## src/rtl/cmsdk_ahb_to_ahb_apb_async_pkg.sv

```systemverilog
// Shared definitions for the AHB to AHB/APB asynchronous bridge.
// Holds the master FSM encoding and the semaphore-match helper that the
// slave side also uses.
package cmsdk_ahb_to_ahb_apb_async_pkg;

  localparam int STATE_W = 3;

  typedef enum logic [STATE_W-1:0] {
    ST_IDLE    = 3'b000,
    ST_AADDR   = 3'b001,
    ST_ADATA   = 3'b010,
    ST_PSETUP  = 3'b011,
    ST_PACCESS = 3'b100
  } state_e;

  // Semaphores match when no request is outstanding in that direction
  function automatic logic sema_match(input logic a, input logic b);
    return a == b;
  endfunction

endpackage

```

## src/rtl/cmsdk_ahb_to_ahb_apb_async_sync.sv

```systemverilog
// Two-flop synchroniser for single-bit semaphores crossing clock domains.
// Also used on the return path in the slave-side controller.
module cmsdk_ahb_to_ahb_apb_async_sync (
  input  logic clk,
  input  logic rst,
  input  logic d_async,
  output logic q
);

  logic [1:0] ff_q;

  // Shift the asynchronous input through two flops
  always_ff @(posedge clk or posedge rst) begin
    if (rst) ff_q <= '0;
    else     ff_q <= {ff_q[0], d_async};
  end

  assign q = ff_q[1];

endmodule

```

## src/rtl/cmsdk_ahb_to_ahb_apb_async_master.sv

```systemverilog
// Master-side controller of the AHB to AHB/APB asynchronous bridge.
// Replays each toggled request once on AHB-Lite or APB4 and returns the
// response plus a semaphore toggle. APB support is built only when
// CMSDK_AHB_TO_AHB_APB_ASYNC_APB_EN is defined; without it, APB requests
// complete immediately with an error response.
module cmsdk_ahb_to_ahb_apb_async_master
  import cmsdk_ahb_to_ahb_apb_async_pkg::*;
(
  input  logic HCLKM,
  input  logic HRESETM,
  input  logic m_rx_sema_async,
  input  logic m_tx_sema_q,
  output logic m_tx_sema_en,
  output logic m_tx_sema_nxt,
  input  logic m_ad_sel_apb,
  input  logic m_ad_write,
  output logic m_mask,
  output logic HTRANSM_bit1,
  input  logic HREADYM,
  input  logic HRESPM,
  output logic PSELM,
  output logic PENABLEM,
  input  logic PREADYM,
  input  logic PSLVERRM,
  output logic m_hresp_en,
  output logic m_hresp_nxt
);

  logic   rx_sync;
  logic   pending;
  logic   done;
  logic   resp;
  state_e state_q, state_d;
  logic   htrans_q;

  cmsdk_ahb_to_ahb_apb_async_sync u_rx_sync (
    .clk     (HCLKM),
    .rst     (HRESETM),
    .d_async (m_rx_sema_async),
    .q       (rx_sync)
  );

  assign pending = !sema_match(rx_sync, m_tx_sema_q);
  assign m_mask  = !pending;

  // Next-state and completion decode; reads and writes share one path
  always_comb begin
    state_d = state_q;
    done    = 1'b0;
    resp    = 1'b0;
    case (state_q)
      ST_IDLE: begin
        if (pending) begin
          if (!m_ad_sel_apb) begin
            state_d = ST_AADDR;
          end else begin
`ifdef CMSDK_AHB_TO_AHB_APB_ASYNC_APB_EN
            state_d = ST_PSETUP;
`else
            // No APB port: answer at once with an error
            done    = 1'b1;
            resp    = 1'b1;
`endif
          end
        end
      end
      ST_AADDR: if (HREADYM) state_d = ST_ADATA;
      // First error cycle (HREADYM low) is just a wait state here
      ST_ADATA: if (HREADYM) begin
        done    = 1'b1;
        resp    = HRESPM;
        state_d = ST_IDLE;
      end
`ifdef CMSDK_AHB_TO_AHB_APB_ASYNC_APB_EN
      ST_PSETUP: state_d = ST_PACCESS;
      ST_PACCESS: if (PREADYM) begin
        done    = 1'b1;
        resp    = PSLVERRM;
        state_d = ST_IDLE;
      end
`endif
      default: state_d = ST_IDLE;
    endcase
  end

`ifdef CMSDK_AHB_TO_AHB_APB_ASYNC_APB_EN
  logic psel_q, penable_q;

  // State register with bus controls registered from the next state
  always_ff @(posedge HCLKM or posedge HRESETM) begin
    if (HRESETM) begin
      state_q   <= ST_IDLE;
      htrans_q  <= 1'b0;
      psel_q    <= 1'b0;
      penable_q <= 1'b0;
    end else begin
      state_q   <= state_d;
      htrans_q  <= (state_d == ST_AADDR);
      psel_q    <= (state_d == ST_PSETUP) || (state_d == ST_PACCESS);
      penable_q <= (state_d == ST_PACCESS);
    end
  end

  assign PSELM    = psel_q;
  assign PENABLEM = penable_q;

  logic unused_inputs;
  assign unused_inputs = m_ad_write;
`else
  // State register with HTRANS registered from the next state
  always_ff @(posedge HCLKM or posedge HRESETM) begin
    if (HRESETM) begin
      state_q  <= ST_IDLE;
      htrans_q <= 1'b0;
    end else begin
      state_q  <= state_d;
      htrans_q <= (state_d == ST_AADDR);
    end
  end

  assign PSELM    = 1'b0;
  assign PENABLEM = 1'b0;

  logic unused_inputs;
  assign unused_inputs = ^{m_ad_write, PREADYM, PSLVERRM};
`endif

  assign HTRANSM_bit1  = htrans_q;
  assign m_tx_sema_en  = done;
  assign m_tx_sema_nxt = ~m_tx_sema_q;
  assign m_hresp_en    = done;
  assign m_hresp_nxt   = resp;

endmodule

```

## config.mk

```make
export PLATFORM = sky130hd
export DESIGN_NAME = cmsdk_ahb_to_ahb_apb_async_master
export DESIGN_NICKNAME = d
export VERILOG_FILES = /design/src/rtl/cmsdk_ahb_to_ahb_apb_async_pkg.sv /design/src/rtl/cmsdk_ahb_to_ahb_apb_async_sync.sv /design/src/rtl/cmsdk_ahb_to_ahb_apb_async_master.sv
export SDC_FILE = /design/constraint.sdc
export NUM_CORES = 1
export LEC_CHECK = 0
export CORE_AREA = 2 2 39 41
export CTS_CLUSTER_DIAMETER = 60
export DETAILED_ROUTE_END_ITERATION = 8
export DIE_AREA = 0 0 41 43
export HOLD_SLACK_MARGIN = 0.1
export SLEW_MARGIN = 20
export SYNTH_ARGS = -nofsm -noshare
export SYNTH_HDL_FRONTEND = slang
export SYNTH_HIERARCHICAL = 1
export SYNTH_SLANG_ARGS = --single-unit
```

## constraint.sdc

```tcl
create_clock -name HCLKM -period 2.9 [get_ports HCLKM]
set_input_delay 0.87 -clock HCLKM [delete_from_list [all_inputs] [get_ports HCLKM]]
set_output_delay 0.87 -clock HCLKM [all_outputs]
set_load 0.01 [all_outputs]
```

==> metrics.md <==
| Metric | Value |
|---|---|
| DP HPWL | `around 370 µm` |
| Residual DRC count | `0` |
| DP Worst Slack | `-0.545 ns` |
| First-pass GRT wire length | `834 µm` |
| Minimum clock period | `~2.8 ns` |
| Die H | `43 µm` |
| Final setup vio count | `0` |
| Avg Cell Area, Syn | `9.54 µm²` |
| Top cells by area, synth | `dfrtp_1 54%, buf_4 8.1%, a211oi_1 5.4%, inv_1 5.4%, nand3b_1 5.4%` |
| Largest family of logic cells by synthesized area | `simple AND/OR/NAND/NOR gates` |
| Post-synthesis compound-gate area fraction | `0.0905` |
| Num CTS Buffers | `3` |
| Crit path max fanout | `2` |
| Post-synth top area share | `0.543` |
| Synth unique cells | `13` |
| EDFF count, synth | `0` |
| Comb pwr share | `0.180` |
| DRT Pass-1 Iters | `2` |
| Fin. max-slew vios | `0` |
| Initial antenna violation count | `0` |
| Hold crit path type | `reg -> reg` |
| Synth Instances | `29` |
| Async set-reset flop share out of synthesis | `1.00` |
| Most common cell in the synthesized netlist | `dfrtp_1` |
| Initial Util | `0.200` |
| Max incr delay on CP | `roughly 0.48 ns` |
| Ports | `18` |
| DR WL/cell | `slightly below 9 µm` |
| Post-Synth XOR/XNOR Area | `0.0317` |
| Grt total ovfl | `0` |
| Worst vdd ir | `between 0.0002 and 0.00025 V` |
| Number of setup buffers added after CTS | `0` |
| Gr usage total | `0.0719` |
| Mux contribution to synthesized area | `0` |
| Diodes inserted | `0` |
| Placed inst area | `between 400 and 500 µm²` |
| Adder-cell share of the synthesized area | `0` |
| CTS root buf | `clkbuf_4` |
| NetSw | `roughly 0.048 mW` |
| Slowest CP cell | `clkdlybuf4s50_1` |
| Max Cap Viol | `0` |
| Register-to-Register Path Depth | `4` |
| Clk Latency, worst-skew pair | `between 0.2 and 0.25 ns` |
| Synth top cells by count | `6 x dfrtp_1, 4 x inv_1, 3 x buf_4` |
| Clock group share of total power | `0.366` |
| Hold depth | `0` |
| Post-Synth Simple-Gate Area | `0.186` |
| Register area share after synthesis | `0.543` |
| Fin. Hold Viols | `0` |
| Clock Pin Slew Worst Setup and Hold Paths | `~0.04 ns` |
| Worst Path Required | `between 2 and 2.5 ns` |
| Placed cells | `58` |
| Initial DRC count | `3` |
| Worst Clk Skew | `~0.0024 ns` |
| Final period util | `0.980` |
| Total power draw | `a little over 0.2 mW` |
| Run status | `completed` |
| Rows | `14` |
| H-tree levels | `1` |
| Sw Share | `0.235` |
| Highest clock rate | `0.352 GHz` |
| Filler cell count | `152` |
| Critical path class | `in -> out` |
| Largest net degree at the start of global routing | `8` |
| Global placement routability congestion | `a little over 0.6` |
| DR vias/cell | `between 3 and 4` |
| RSZ-0062 raised after global routing | `no` |
| Vias in the first global route | `about 220` |
| Vias | `232` |
| Die area | `approximately 1800 µm²` |
| CORE AREA | `~1400 µm²` |
| Port Buffers | `12` |
| #FFs+latches synth | `6` |
| CP arrival | `just under 2 ns` |
| Clk buf depth | `2` |
| Pwr/cell area | `between 400 and 500 nW/µm²` |
| Final design instance area without fill | `~440 µm²` |
| Area Growth Syn to Fin | `58.8%` |
| CTS tree | `done` |
| Worst hold slack | `0.345 ns` |
| Remaining antenna violation count | `0` |
| Setup crit start kind | `primary input` |
| Layout cells sized above 1 | `0.200` |
| Seq pwr share | `0.454` |
| Dominant synthesized flop cell | `dfrtp_1` |
| Clock sinks | `6` |
| Final WS setup | `a little under 0.06 ns` |
| Mapped Area | `about 280 µm²` |
| Crit end category | `primary output` |
| Final Non-Filler Cells | `61` |
| Final nets | `57` |
| Leakage power | `just over 0.2 nW` |
| Yosys top cell by area | `dfrtp_1` |
| Crit-path cells | `clkdlybuf4s50_1, nand3b_1, a211oi_1, clkdlybuf4s15_2` |
| Horiz. Die Dim | `a little over 40 µm` |
| Drt total wl | `530 µm` |
| Int Pwr | `approximately 0.16 mW` |
| YS warnings | `6` |
-- routing by layer --
layer | vias up | wire length (µm) | track usage
met4 | 0 | 0 | 0.0600
met2 | 10 | 229 | 0.0875
met5 | - | 0 | 0
li1 | 122 | - | -
met1 | 100 | 248 | 0.0924
met3 | 0 | 51 | 0.0314
-- registers in the layout, summed over array words and instances, names as in the netlist --
name,count
state_q,3
HTRANSM_bit1,1
u_rx_sync/ff_q,2
-- placed cells by master (no fill, tap or decap) --
| master | synthesis | routed |
|---|---|---|
| clkbuf_4 | 0 | 3 |
| a211oi_2 | 0 | 1 |
| nand3b_1 | 2 | 2 |
| inv_1 | 4 | 4 |
| a211oi_1 | 2 | 1 |
| xor2_1 | 1 | 1 |
| clkdlybuf4s50_1 | 0 | 7 |
| nand2_1 | 2 | 2 |
| dfrtp_1 | 6 | 6 |
| conb_1 | 1 | 3 |
| nor2_1 | 2 | 2 |
| a21oi_1 | 2 | 2 |
| buf_4 | 3 | 2 |
| buf_2 | 0 | 1 |
| nand3_1 | 1 | 1 |
| nor3_1 | 2 | 2 |
| clkdlybuf4s15_2 | 0 | 2 |
| nor2b_1 | 1 | 1 |
| dlygate4sd2_1 | 0 | 2 |
-- critical path, delay by kind of cell --
family / cells / cell delay [ns]
buffers and inverters: 2 / 0.73
AOI/OAI and AO/OA: 1 / 0.25
and+or+nand+nor: 1 / 0.13
-- per-stage QoR --
stage                     TNS (ns)   util
after global placement       -1.68  0.301
final                            0  0.317
after detailed placement     -1.71  0.301
after CTS                        0  0.317
after global routing             0  0.317
after floorplan                  0      -
-- cells by family after synthesis --
family | after synthesis
xor gates and xnor gates | 1
AOI/OAI and AO/OA | 4
other | 1
DFF | 6
and+or+nand+nor | 10
buffers and inverters | 7
-- repair_timing --
action	4_1_cts	5_1_grt
hold buffers	0	0
endpoints found under the setup margin	4	0
resized for setup	13	0
-- power groups by stage --
stage                     registers [mW]  clock network (mW)  logic, mW
after detailed placement          0.0936                   0     0.0391
final                             0.0928              0.0747     0.0368
after floorplan                   0.0933                   0     0.0172
after global placement            0.0936                   0     0.0391
after CTS                         0.0927              0.0782     0.0371
after global routing              0.0933              0.0820     0.0411
-- cell type report --
| type | count | area [µm²] | area share |
|---|---|---|---|
| sequential | 6 | 150 | 0.342 |
| timing repair buffer | 14 | 130 | 0.296 |
| multi-input combinational | 18 | 101 | 0.231 |
| clock buffer | 3 | 22.5 | 0.0513 |
| tap | 16 | 20.0 | 0.0456 |
| inverter | 4 | 15.0 | 0.0342 |
-- path summary, 6_finish.rpt --
path,end,slack [ns],from
min in group asynchronous,u_rx_sync/ff_q[0]$_DFF_PP0_,0.83,HRESETM
worst min-delay path,u_rx_sync/ff_q[1]$_DFF_PP0_,0.34,u_rx_sync/ff_q[0]$_DFF_PP0_
worst max register to register,HTRANSM_bit1$_DFF_PP0_,1.87,u_rx_sync/ff_q[1]$_DFF_PP0_
max in group asynchronous,HTRANSM_bit1$_DFF_PP0_,1.89,HRESETM
worst max-delay path,m_hresp_nxt,0.06,m_ad_sel_apb
worst min register to register,u_rx_sync/ff_q[1]$_DFF_PP0_,0.34,u_rx_sync/ff_q[0]$_DFF_PP0_
Power figures use the tool's default switching activity.
